File: src/rtl/udp_frame_rx_check.sv
// GMII receive parser: filters Ethernet/IPv4/UDP headers, packs payload big-endian into RAM words, checks FCS.
// Inputs registered once; RAM writes one cycle after the 4th (or last) payload byte; status one cycle after CHECK; no backpressure.
module udp_frame_rx_check #(
    parameter logic [47:0] BOARD_MAC  = 48'h000A3501FEC0,
    parameter logic [31:0] BOARD_IP   = 32'hC0A80002,
    parameter logic [15:0] BOARD_PORT = 16'd8080,
    parameter int          ADDR_W     = 9
) (
    input  logic              clk,
    input  logic              reset,
    input  logic [7:0]        e_rxd,
    input  logic              e_rxdv,
    output logic              ram_wr_en,
    output logic [ADDR_W-1:0] ram_wr_addr,
    output logic [31:0]       ram_wr_data,
    output logic [15:0]       rx_data_length,
    output logic              frame_ok,
    output logic              frame_err,
    output logic              frame_drop,
    output logic              busy,
    output logic [3:0]        rx_state
);
    typedef enum logic [3:0] {
        S_IDLE = 4'd0, S_PRE = 4'd1, S_ETH = 4'd2, S_IP = 4'd3, S_UDP = 4'd4,
        S_PAY = 4'd5, S_TAIL = 4'd6, S_CHECK = 4'd7, S_DROP = 4'd8, S_SKIP = 4'd9
    } state_t;

    state_t            r_state, w_state_nxt;
    logic [7:0]        r_rxd;
    logic              r_rxdv;
    logic              r_pre_ok;
    logic [16:0]       r_cnt;
    logic [16:0]       r_need;
    logic [39:0]       r_sh;
    logic [31:0]       r_crc;
    logic [15:0]       r_len;
    logic [15:0]       r_left;
    logic              r_err;
    logic [31:0]       r_word;
    logic [1:0]        r_bsel;
    logic [ADDR_W:0]   r_wcnt;

    logic [47:0]       w_sh;
    logic [15:0]       w_udp_len;
    logic [31:0]       w_crc_nxt;
    logic [31:0]       w_word;
    logic              w_filt_fail;
    logic              w_pulse_ok, w_pulse_err, w_pulse_drop;
    logic              w_in_frame;

    function automatic logic [31:0] crc_byte(input logic [31:0] c, input logic [7:0] d);
        logic [31:0] x;
        x = c;
        for (int i = 0; i < 8; i++)
            x = (x[0] ^ d[i]) ? ((x >> 1) ^ 32'hEDB88320) : (x >> 1);
        return x;
    endfunction

    assign w_sh       = {r_sh, r_rxd};
    assign w_udp_len  = w_sh[15:0];
    assign w_crc_nxt  = crc_byte(r_crc, r_rxd);
    assign w_in_frame = (r_state == S_ETH) || (r_state == S_IP) || (r_state == S_UDP) ||
                        (r_state == S_PAY) || (r_state == S_TAIL);
    assign busy       = w_in_frame || (r_state == S_CHECK) || (r_state == S_DROP);
    assign rx_state   = r_state;

    always_comb begin
        w_word = {r_word[31:8], r_rxd};
        case (r_bsel)
            2'd0:    w_word = {r_rxd, 24'h0};
            2'd1:    w_word = {r_word[31:24], r_rxd, 16'h0};
            2'd2:    w_word = {r_word[31:16], r_rxd, 8'h0};
            default: w_word = {r_word[31:8], r_rxd};
        endcase
    end

    // Header byte offsets are counted from the first destination-MAC byte.
    always_comb begin
        w_filt_fail = 1'b0;
        case (r_cnt)
            17'd5:   w_filt_fail = (w_sh != BOARD_MAC) && (w_sh != 48'hFFFFFFFFFFFF);
            17'd13:  w_filt_fail = (w_sh[15:0] != 16'h0800);
            17'd14:  w_filt_fail = (r_rxd != 8'h45);
            17'd23:  w_filt_fail = (r_rxd != 8'd17);
            17'd33:  w_filt_fail = (w_sh[31:0] != BOARD_IP);
            17'd37:  w_filt_fail = (w_sh[15:0] != BOARD_PORT);
            default: w_filt_fail = 1'b0;
        endcase
    end

    always_comb begin
        w_state_nxt  = r_state;
        w_pulse_ok   = 1'b0;
        w_pulse_err  = 1'b0;
        w_pulse_drop = 1'b0;
        case (r_state)
            S_IDLE: begin
                // A byte arriving alongside a status pulse belongs to a frame that started too early.
                if (r_rxdv) begin
                    if (frame_ok || frame_err || frame_drop) w_state_nxt = S_SKIP;
                    else if (r_rxd == 8'h55)                 w_state_nxt = S_PRE;
                    else                                     w_state_nxt = S_SKIP;
                end
            end
            S_PRE: begin
                if (!r_rxdv)                           w_state_nxt = S_IDLE;
                else if (r_rxd == 8'hD5 && r_pre_ok)   w_state_nxt = S_ETH;
                else if (r_rxd != 8'h55)               w_state_nxt = S_SKIP;
            end
            S_ETH, S_IP, S_UDP: begin
                if (!r_rxdv)               w_state_nxt = S_CHECK;
                else if (w_filt_fail)      w_state_nxt = S_DROP;
                else if (r_cnt == 17'd13)  w_state_nxt = S_IP;
                else if (r_cnt == 17'd33)  w_state_nxt = S_UDP;
                else if (r_cnt == 17'd41)  w_state_nxt = (r_len == 16'd0) ? S_TAIL : S_PAY;
            end
            S_PAY: begin
                if (!r_rxdv)                w_state_nxt = S_CHECK;
                else if (r_left == 16'd1)   w_state_nxt = S_TAIL;
            end
            S_TAIL: if (!r_rxdv) w_state_nxt = S_CHECK;
            S_CHECK: begin
                w_pulse_ok  = (r_crc == 32'hDEBB20E3) && !r_err;
                w_pulse_err = !w_pulse_ok;
                w_state_nxt = r_rxdv ? S_SKIP : S_IDLE;
            end
            S_DROP: begin
                if (!r_rxdv) begin
                    w_pulse_drop = 1'b1;
                    w_state_nxt  = S_IDLE;
                end
            end
            S_SKIP:  if (!r_rxdv) w_state_nxt = S_IDLE;
            default: w_state_nxt = S_IDLE;
        endcase
    end

    always_ff @(posedge clk) begin
        if (reset) r_state <= S_IDLE;
        else       r_state <= w_state_nxt;
    end

    always_ff @(posedge clk) begin
        if (reset) begin
            r_rxd <= '0; r_rxdv <= 1'b0; r_pre_ok <= 1'b0;
            r_cnt <= '0; r_need <= '0; r_sh <= '0; r_crc <= '0;
            r_len <= '0; r_left <= '0; r_err <= 1'b0;
            r_word <= '0; r_bsel <= '0; r_wcnt <= '0;
            ram_wr_en <= 1'b0; ram_wr_addr <= '0; ram_wr_data <= '0;
            rx_data_length <= '0;
            frame_ok <= 1'b0; frame_err <= 1'b0; frame_drop <= 1'b0;
        end else begin
            r_rxd      <= e_rxd;
            r_rxdv     <= e_rxdv;
            ram_wr_en  <= 1'b0;
            frame_ok   <= w_pulse_ok;
            frame_err  <= w_pulse_err;
            frame_drop <= w_pulse_drop;

            if (r_state == S_IDLE) r_pre_ok <= 1'b0;
            if (r_state == S_PRE && r_rxdv && r_rxd == 8'h55) r_pre_ok <= 1'b1;

            if (r_state == S_PRE && w_state_nxt == S_ETH) begin
                r_cnt <= '0; r_crc <= 32'hFFFFFFFF; r_err <= 1'b0;
                r_wcnt <= '0; r_bsel <= '0; r_len <= '0; ram_wr_addr <= '0;
            end

            if (w_in_frame && r_rxdv) begin
                r_crc <= w_crc_nxt;
                r_cnt <= r_cnt + 17'd1;
                r_sh  <= w_sh[39:0];
            end

            if ((r_state == S_ETH || r_state == S_IP || r_state == S_UDP) && !r_rxdv)
                r_err <= 1'b1;

            if (r_state == S_UDP && r_rxdv && r_cnt == 17'd39) begin
                if (w_udp_len < 16'd8) begin
                    r_err <= 1'b1;
                    r_len <= '0;
                end else begin
                    r_len <= w_udp_len - 16'd8;
                end
            end

            if (r_state == S_UDP && r_rxdv && r_cnt == 17'd41) begin
                rx_data_length <= r_len;
                r_left         <= r_len;
                r_need         <= {1'b0, r_len} + 17'd46;
            end

            if (r_state == S_PAY && r_rxdv) begin
                r_left <= r_left - 16'd1;
                r_word <= w_word;
                r_bsel <= r_bsel + 2'd1;
                if (r_bsel == 2'd3 || r_left == 16'd1) begin
                    if (r_wcnt[ADDR_W]) begin
                        r_err <= 1'b1;
                    end else begin
                        ram_wr_en   <= 1'b1;
                        ram_wr_addr <= r_wcnt[ADDR_W-1:0];
                        ram_wr_data <= w_word;
                        r_wcnt      <= r_wcnt + 1'b1;
                    end
                end
            end

            // Frame must carry the full payload plus four FCS bytes.
            if ((r_state == S_PAY || r_state == S_TAIL) && !r_rxdv && r_cnt < r_need)
                r_err <= 1'b1;
        end
    end
endmodule

File: config.mk
export PLATFORM = sky130hd
export DESIGN_NAME = udp_frame_rx_check
export DESIGN_NICKNAME = d
export VERILOG_FILES = /design/src/rtl/udp_frame_rx_check.sv
export SDC_FILE = /design/constraint.sdc
export NUM_CORES = 1
export LEC_CHECK = 0
export BUFFER_PORTS_ARGS = -buffer_cell sky130_fd_sc_hd__buf_2
export CORE_ASPECT_RATIO = 1.4
export CORE_MARGIN = 4
export CORE_UTILIZATION = 30
export DETAILED_ROUTE_END_ITERATION = 6
export PLACE_DENSITY = 0.5
export SLEW_MARGIN = 10
export SYNTH_ARGS = -nofsm -noshare
export SYNTH_HDL_FRONTEND = slang
export SYNTH_SLANG_ARGS = --single-unit
export TNS_END_PERCENT = 50
File: constraint.sdc
create_clock -name clk -period 2.5 [get_ports clk]
set_input_delay 0 -clock clk [delete_from_list [all_inputs] [get_ports clk]]
set_output_delay 0 -clock clk [all_outputs]
set_load 0.1 [all_outputs]
==> results.md, run 1 <==
- CP Class: reg -> reg
- Buf/Inv on CP: 1
- Worst min path class: in -> reg
- Met3 usage in global routing: 1.54%
- I/O Buffers: 76
- Max IR drop VDD: 0.462 mV
- CP max FO: 13
- DR WL/cell: 17.3 um
- # diodes: 0
- Minimum clock period: 2370 ps
- Worst slew pin tran: 900 ps
- Mean number of vias per cell: 5.15
- Initial antenna violation count: 0
- CTS tree: yes
- Sequential element share of the synthesized area: 42.0%
- Mean post-synth cell area: 8.19 um^2
- Worst skew pair latency: 560 ps
- Post-layout nets: 1585
- Mapped cell area: 11900 um^2
- Crit path top cell by count: nor2_4
- Max-slew headroom: 40.0%
- Clock sinks: 249
- Final Power: 8.59 mW
- Post-Place Cell Area: 13200 um^2
- Setup TNS: 0 ps
- Die width: 176 um
- DRT Pass-1 Iters: 5
- Starting Density: 30.3%
- Grt met2 use: 29.4%
- Final Cycle Share: 94.9%
- Core ar.: 39300 um^2
- Worst Path Required: 3000 ps
- Delay-heaviest family, CP: simple AND/OR/NAND/NOR gates
- All-Layer GR Usage: 16.4%
- Worst path max stage delay: 580 ps
- Synth Register Bits: 249
- Largest cells by area after synthesis: dfxtp_1, nand2_1, a21oi_1
- GR peak layer: met2
- Worst Skew: 26.1 ps
- Crit path capture type: register
- Reg2reg start: r_left[7]
- Die height: 243 um
- Cells after Synth: 1451
- Ports: 77
- Dpl hpwl: 24900 um
- Layout cell share with drive strength beyond 1: 15.2%
- Final worst slack: 127 ps
- Die ar.: 42900 um^2
- Met1 Usage GRT: 20.4%
- Syn nets: 1490
- Finished Layout Cells: 2093
- Synth async-reset ratio: 0%
- Inst Count DP: 2034
- HP Start: e_rxd[7]
- Power per cell area: 603 nW/um^2
- Yosys cell types: 72
- Number of global-route vias before repair: 10472
- Largest net degree at the start of global routing: 155
- Worst path slowest cell: or4_4
- LEAKAGE: 5.15 nW
- CTS max path bufs: 3
- Outcome: finished, final reports clean
- Area Growth Syn to Fin: 19.8%
- Synth Flop Type: dfxtp_1
- Max Slew Vio Count: 0
- Final setup vio count: 0
- Grt total ovfl: 0
- Iter 0 DRT Violations: 795
- Max-Cap Viols: 0
- Leading area contributor after synthesis: dfxtp_1
- Number of flops mapped to enable cells by yosys: 0
- Postcts setup bufs: 0
- TritonCTS buffer count: 27
- Synth warn: 0
- Clock Tree Root: clkbuf_16
- Post-Route WL: 36100 um
- Achievable Freq: 421 MHz
- Vias: 10785
- Crit path cell chain: or4_4 -> nor2_4 -> nand4b_4 -> a211o_1 -> nor2_4 -> buf_4 -> a22o_1
- GP Congestion: 0.878
- Drt drc: 0
- WHS: 211 ps
- Dpl ws: 111 ps
- Register clock-pin slew on the reported worst setup and hold paths: 60 ps
- Design area: 14200 um^2
- H-tree depth: 1
- Post-route ant nets: 0
- Share of the synthesized area in the top cell type: 42.0%
- CP startpoint: r_left[7]
- Crit path launch type: register
- RSZ-0062 raised after global routing: true
- First-pass GRT wire length: 58000 um
- Fin. Hold Viols: 0
- CP arrival: 2870 ps
- Cell Rows: 86
- Finished Core Util: 36.2%
## area by class of cell
| type | instances | area [um^2] |
|---|---|---|
| clock inverter | 9 | 78.8 |
| fill | 4069 | 25000 |
| sequential | 249 | 4990 |
| clock buffer | 39 | 822 |
| timing repair buffer | 171 | 1180 |
| multi-input combinational | 1063 | 6380 |
| inverter | 34 | 128 |
| tap | 528 | 661 |
## metal layers
metal  part of all wire [%]  routed length, um
met1                     42              15200
met3                    3.8               1370
met4                    3.7               1320
met2                     50              18200
met5                      0                  0
## state kept, by name (all words and copies together), names as in the netlist, 9 cells and up
register and count:
r_left 16, r_sh 40, ram_wr_addr 9, r_len 16
r_wcnt 10, ram_wr_data 32, rx_data_length 16, r_crc 32
r_word 24, r_need 16, r_cnt 17
## power breakdown
part | switching, mW | internal, mW
Combinational | 0.326 | 0.220
Sequential | 0.0139 | 3.98
Clock | 1.68 | 2.38
Total | 2.02 | 6.58
## logic make-up (layout without fill, tap and decap cells)
group / after synthesis / count (layout) / share of synthesized area [%]
xor+xnor: 93 / 93 / 7.67
flops: 249 / 249 / 42.0
buf+inv: 139 / 253 / 4.69
compound gates: 323 / 323 / 17.6
mux: 2 / 2 / 0.168
simple gates: 617 / 617 / 25.0
fa+ha+maj: 28 / 28 / 2.95
## placed cells by master, fill, tap and decap left out, drive strengths merged, types with 14 or more instances in the layout
cell	netlist	layout
a211oi	77	77
a21oi	129	129
a221oi	14	14
a22oi	17	17
a31oi	23	23
and3	35	35
buf	27	160
clkbuf	78	39
dfxtp	249	249
ha	28	28
inv	34	35
nand2	196	196
nand3	39	39
nand4	27	27
nor2	161	161
nor2b	20	20
nor3	50	50
nor4	29	29
o21ai	19	19
xnor2	61	61
xor2	30	30
## worst register-to-register path, stage by stage (launching register included)
cell,delay [ps]
dfxtp_1,310
or4_4,580
nor2_4,170
nand4b_4,160
a211o_1,460
nor2_4,290
buf_4,200
a22o_1,150
## what timing repair did
action,CTS,global route
setup endpoints to repair,0,29
endpoints found under the hold margin,36,0
resized for setup,0,4
hold buffers,11,0
## cell usage after synthesis (3+ instances only)
cell type and count:
nand4_1 27, inv_1 34, or4_1 8, o21ai_0 18, a22oi_1 17, nand2_1 196, or3_1 8, nor3_1 50
xor2_1 30, clkbuf_1 77, nor2b_1 20, xnor2_2 4, nand2b_1 8, a311oi_1 3, a21oi_1 129, a21o_1 5
a211oi_1 75, and3_1 35, buf_2 15, xnor2_1 55, a22o_1 10, nor2_1 159, nor3b_1 4, o211ai_1 3
a221oi_1 14, ha_1 28, dfxtp_1 249, o22ai_1 4, buf_1 9, a31oi_1 23, nor4_1 27, nor4b_1 3
nand3b_1 6, nand3_1 39, nand4b_1 6, and2_1 4, or2_2 5
## path summary, 6_finish.rpt
check,endpoint,slack (ps),cells after the start
max reg2reg,ram_wr_addr[1],130,7
min,r_rxd[7],210,3
max,ram_wr_addr[1],130,7
min reg2reg,rx_data_length[10],450,2
Power figures use the tool's default switching activity.
==> run 2, diff against run 1 <==
- CORE_ASPECT_RATIO: 1.4 -> default
- CTS_BUF_LIST: default -> sky130_fd_sc_hd__clkbuf_8 sky130_fd_sc_hd__clkbuf_16
- clock period: 2.5 -> 2.8 ns (I/O delays scaled with it)
==> results.md, run 2 (synthesized netlist as in run 1, its figures left out) <==
- Outcome: finished, final reports clean (unchanged)
- Crit path capture type: register (unchanged)
- Regs by FF count: r_sh (40), r_crc (32), ram_wr_data (32) (unchanged)
- Register clock-pin slew on the reported worst setup and hold paths: 60 ps (about the same)
- Number of global-route vias before repair: 9976 (was 10472)
- Core ar.: 38900 um^2 (was 39300 um^2)
- TritonCTS buffer count: 29 (was 27)
- DR WL/cell: 17.3 um (about the same)
- Vias: 10561 (was 10785)
- I/O Buffers: 76 (unchanged)
- Setup TNS: 0 ps (unchanged)
- Dpl hpwl: 24300 um (was 24900 um)
- Die width: 207 um (was 176 um)
- Post-layout nets: 1555 (was 1585)
- Design area: 14000 um^2 (was 14200 um^2)
- Worst skew pair latency: 560 ps (about the same)
- Power per cell area: 555 nW/um^2 (was 603 nW/um^2)
- Crit path launch type: register (unchanged)
- CP arrival: 3080 ps (was 2870 ps)
- Max IR drop VDD: 0.388 mV (was 0.462 mV)
- Fin. Hold Viols: 0 (unchanged)
- Minimum clock period: 2580 ps (was 2370 ps)
- All-Layer GR Usage: 15.8% (was 16.4%)
- Clock Tree Root: clkbuf_16 (unchanged)
- Largest reg by FF count: r_sh (unchanged)
- CTS max path bufs: 3 (unchanged)
- Worst slew pin tran: 1070 ps (was 900 ps)
- Mean number of vias per cell: 5.15 (about the same)
- Final Power: 7.76 mW (was 8.59 mW)
- Starting Density: 30.5% (was 30.3%)
- LEAKAGE: 5.03 nW (was 5.15 nW)
- Grt met2 use: 24.7% (was 29.4%)
- Area Growth Syn to Fin: 17.8% (was 19.8%)
- Worst path slowest cell: or4_4 (unchanged)
- Worst Path Required: 3300 ps (was 3000 ps)
- Cell Rows: 72 (was 86)
- Post-route ant nets: 0 (unchanged)
- Met3 usage in global routing: 2.36% (was 1.54%)
- Worst Skew: 19.9 ps (was 26.1 ps)
- Post-Route WL: 35400 um (was 36100 um)
- Most common cell after layout, fill and taps aside: dfxtp_1 (unchanged)
- Finished Core Util: 36.0% (was 36.2%)
- Iter 0 DRT Violations: 840 (was 795)
- Worst min path class: in -> reg (unchanged)
- First-pass GRT wire length: 57000 um (was 58000 um)
- # diodes: 0 (unchanged)
- H-tree depth: 1 (unchanged)
- Die height: 207 um (was 243 um)
- Layout cell share with drive strength beyond 1: 13.0% (was 15.2%)
- Worst path max stage delay: 590 ps (was 580 ps)
- Achievable Freq: 388 MHz (was 421 MHz)
- Post-Place Cell Area: 13000 um^2 (was 13200 um^2)
- Ports: 77 (unchanged)
- Grt total ovfl: 0 (unchanged)
- Drt drc: 0 (unchanged)
- Met1 Usage GRT: 23.0% (was 20.4%)
- RSZ-0062 raised after global routing: false (was true)
- Max-slew headroom: 28.3% (was 40.0%)
- Inst Count DP: 1993 (was 2034)
- CP Class: reg -> reg (unchanged)
- DRT Pass-1 Iters: 5 (unchanged)
- Crit path cell chain: or4_4 -> nor2_4 -> nand4b_4 -> a211o_1 -> nor2_4 -> and3_1 -> a221o_1 (was or4_4 -> nor2_4 -> nand4b_4 -> a211o_1 -> nor2_4 -> buf_4 -> a22o_1)
- Max Slew Vio Count: 0 (unchanged)
- CP max FO: 17 (was 13)
- CTS tree: yes (unchanged)
- GP Congestion: 0.872 (was 0.878)
- Largest register FFs: 40 (unchanged)
- GR peak layer: met2 (unchanged)
- Die ar.: 42900 um^2 (about the same)
- Largest net degree at the start of global routing: 164 (was 155)
- Final Cycle Share: 92.1% (was 94.9%)
- Clock sinks: 249 (unchanged)
- Initial antenna violation count: 1 (was 0)
- Final setup vio count: 0 (unchanged)
- Crit path top cell by count: nor2_4 (unchanged)
- Max-Cap Viols: 0 (unchanged)
- Finished Layout Cells: 2052 (was 2093)
- Most frequent cells in the layout: dfxtp_1, nand2_1, nor2_1 (unchanged)
-- run 2: cell count changes in the layout (fill, tap and decap cells not counted), moves of 2 or more --
cell       delta
buf_4        -32
bufinv_16     +2
clkbuf_1      -3
clkbuf_8      -5
clkinv_2      +2
dfxtp_1       +2
inv_1         +5
nor4_1        +2
nor4_2        -2
-- run 2: area by class of cell --
cell class | instances | area [um^2]
fillers | 4073 | 24900
multi-input cells | 1063 | 6350
clock inverters | 17 | 160
clock buffers | 32 | 767
flip-flops and latches | 249 | 4990
repair buffers | 139 | 947
well taps | 518 | 648
inverters | 34 | 128
-- run 2: metrics by stage --
stage	hold WS, ps	worst slack (ps)
2_1_floorplan	128	160
3_3_place_gp	217	187
3_5_place_dp	227	238
4_1_cts	193	219
5_1_grt	238	57.1
6_report	199	221
-- run 2: path summary, 6_finish.rpt --
path,startpoint,to,slack (ps),depth (start not counted)
hold reg to reg,rx_data_length[9],rx_data_length[9],450,2
hold / removal,e_rxd[7],r_rxd[7],200,3
setup / recovery,r_left[7],r_wcnt[8],220,7
setup reg to reg,r_left[7],r_wcnt[8],220,7
-- run 2: power breakdown --
part | internal, mW | switching (mW)
registers | 3.55 | 0.0154
logic | 0.183 | 0.282
clock network | 2.22 | 1.51
-- run 2: repair_timing --
action,in CTS,in global routing
setup buffers,0,0
setup endpoints to repair,0,0
hold buffers,10,0
gates resized for setup,0,0
hold endpoints to repair,43,0
-- run 2: layer usage --
metal	vias to the layer above	wire length, um
met5	-	19
met4	2	780
met3	53	1740
met2	263	15900
met1	4969	17000
li1	5274	-
-- run 2: critical path, delay by kind of cell, from the launching register on --
family	cells	cell delay [ps]
compound gates	2	600
flops	1	360
simple gates	5	1540
==> run 3, diff against run 2 <==
- CORE_MARGIN: 4 -> 2
- CTS_BUF_LIST: sky130_fd_sc_hd__clkbuf_8 sky130_fd_sc_hd__clkbuf_16 -> sky130_fd_sc_hd__clkbuf_8
- PLACE_DENSITY: 0.5 -> 0.45
==> results.md, run 3 (synthesized netlist as in run 1, its figures left out) <==
- Outcome: finished, final reports clean (unchanged)
- CP arrival: 3060 ps (was 3080 ps)
- Worst Skew: 19.0 ps (was 19.9 ps)
- All-Layer GR Usage: 17.8% (was 15.8%)
- H-tree depth: 2 (was 1)
- Most frequent cells in the layout: dfxtp_1, nand2_1, nor2_1 (unchanged)
- CP endpoint: rx_state[3] (was r_wcnt[8])
- Achievable Freq: 395 MHz (was 388 MHz)
- Final Cycle Share: 90.4% (was 92.1%)
- Cell Rows: 72 (unchanged)
- Final setup vio count: 0 (unchanged)
- Vias: 10738 (was 10561)
- Worst Path Required: 3330 ps (was 3300 ps)
- Clock Tree Root: clkbuf_8 (was clkbuf_16)
- Worst r2r path cells: 7 (unchanged)
- RSZ-0062 raised after global routing: false (unchanged)
- CTS max path bufs: 3 (unchanged)
- Grt total ovfl: 0 (unchanged)
- Dpl hpwl: 24200 um (was 24300 um)
- CTS tree: yes (unchanged)
- LEAKAGE: 5.12 nW (was 5.03 nW)
- Post-layout nets: 1571 (was 1555)
- Fin. Hold Viols: 0 (unchanged)
- Post-Route WL: 36900 um (was 35400 um)
- Dpl ws: 320 ps (was 238 ps)
- R2r setup slk: 270 ps (was 220 ps)
- Delay-heaviest family, CP: simple AND/OR/NAND/NOR gates (unchanged)
- Worst r2r dst: rx_state[3] (was r_wcnt[8])
- Largest register FFs: 40 (unchanged)
- Post-CTS sizing: 0 (unchanged)
- Most common cell after layout, fill and taps aside: dfxtp_1 (unchanged)
- Area Growth Syn to Fin: 18.3% (was 17.8%)
- Initial antenna violation count: 0 (was 1)
- Minimum clock period: 2530 ps (was 2580 ps)
- Worst slew pin tran: 1120 ps (was 1070 ps)
- Cell count along the critical path: 7 (unchanged)
- DRT Pass-1 Iters: 7 (was 5)
- CP max FO: 8 (was 17)
- Register clock-pin slew on the reported worst setup and hold paths: 60 ps (about the same)
- Max-Cap Viols: 0 (unchanged)
- Multi-input logic area: 6350 um^2 (unchanged)
- Die height: 203 um (was 207 um)
- Layout cell share with drive strength beyond 1: 14.3% (was 13.0%)
- First-pass GRT wire length: 58500 um (was 57000 um)
- Post-route ant nets: 0 (unchanged)
- Crit path capture type: register (unchanged)
- Iter 0 DRT Violations: 692 (was 840)
- CP Class: reg -> reg (unchanged)
- Max Slew Vio Count: 0 (unchanged)
- TritonCTS buffer count: 47 (was 29)
- CP startpoint: r_cnt[10] (was r_left[7])
- # diodes: 0 (unchanged)
- Buf/Inv on CP: 0 (unchanged)
- Regs by FF count: r_sh (40), r_crc (32), ram_wr_data (32) (unchanged)
- Starting Density: 30.6% (was 30.5%)
- Die ar.: 41200 um^2 (was 42900 um^2)
- Ports: 77 (unchanged)
- Worst skew pair latency: 620 ps (was 560 ps)
- Largest reg by FF count: r_sh (unchanged)
- Max-slew headroom: 25.1% (was 28.3%)
- Drt drc: 0 (unchanged)
- Reg area: 4990 um^2 (unchanged)
- GP Congestion: 0.814 (was 0.872)
- Final worst slack: 270 ps (was 221 ps)
- Reg2reg start: r_cnt[10] (was r_left[7])
- DR WL/cell: 17.7 um (was 17.3 um)
- Worst path slowest cell: nor4_1 (was or4_4)
- Number of global-route vias before repair: 10253 (was 9976)
- Core ar.: 38800 um^2 (was 38900 um^2)
- Worst path max stage delay: 540 ps (was 590 ps)
- Mean number of vias per cell: 5.14 (was 5.15)
- Largest net degree at the start of global routing: 152 (was 164)
- Power per cell area: 554 nW/um^2 (was 555 nW/um^2)
- Max IR drop VDD: 0.219 mV (was 0.388 mV)
- Crit path launch type: register (unchanged)
- Worst min path class: in -> reg (unchanged)
- Crit path cell chain: nor4_1 -> nand2_1 -> or3_1 -> o32ai_1 -> a211oi_2 -> nand2b_1 -> a211oi_1 (was or4_4 -> nor2_4 -> nand4b_4 -> a211o_1 -> nor2_4 -> and3_1 -> a221o_1)
- I/O Buffers: 76 (unchanged)
- Setup TNS: 0 ps (unchanged)
- Number of fillers in the final layout: 4015 (was 4073)
- Die width: 203 um (was 207 um)
- Clock sinks: 249 (unchanged)
[run 3: cell count changes in the layout (fill, tap and decap cells not counted), sizes merged]
| cell | before | now |
|---|---|---|
| bufinv | 3 | 1 |
| inv | 40 | 52 |
| buf | 129 | 127 |
| clkinv | 7 | 5 |
| clkbuf | 32 | 63 |
[run 3: worst min-delay path by stage]
stage	start	end	cells after the start
global placement	e_rxd[1]	r_rxd[1]	2
global route	e_rxd[3]	r_rxd[3]	3
CTS	e_rxd[1]	r_rxd[1]	3
detailed placement	e_rxd[3]	r_rxd[3]	2
finish	e_rxd[3]	r_rxd[3]	3
floorplan	e_rxd[0]	r_rxd[0]	1
[run 3: final cells by class]
cell class                 instances  area share (%)
clock buffer                      63            6.17
clock inverter                    25           0.962
inverter                          34           0.908
multi-input combinational       1063            45.2
sequential                       249            35.5
tap                              518            4.61
timing repair buffer             137            6.63
[run 3: routing by layer]
metal,share of wire [%],GRT usage [%]
met3,4.2,2.81
met5,0,0
met2,44,27.5
met1,49,25.0
met4,2.5,6.44
[run 3: per-stage QoR]
| step | util, % | hold slack (ps) | cell area (um^2) | cells | power, mW |
|---|---|---|---|---|---|
| finish | 36.2 | 144 | 14100 | 2089 | 7.78 |
| CTS | 36.2 | 98.5 | 14100 | 2089 | 7.91 |
| floorplan | - | 128 | 11900 | 1451 | 3.96 |
| detailed placement | 33.3 | 220 | 12900 | 1991 | 4.10 |
| global placement | 33.3 | 213 | 12900 | 1991 | 4.11 |
| global route | 36.2 | 146 | 14100 | 2089 | 8.10 |
[run 3: tightest hold or removal path, delay by kind of cell]
kind	cells	cell delay, ps
and+or+nand+nor	1	100
buffers and inverters	2	610
[run 3: repair_timing]
action | CTS | global route
hold buffers | 10 | 0
endpoints found under the hold margin | 46 | 0
buffers inserted | 0 | 0
[run 3: where the power goes]
part | switching [mW] | internal (mW) | total [mW]
clock network | 1.64 | 2.10 | 3.74
registers | 0.0154 | 3.55 | 3.57
logic | 0.283 | 0.182 | 0.466
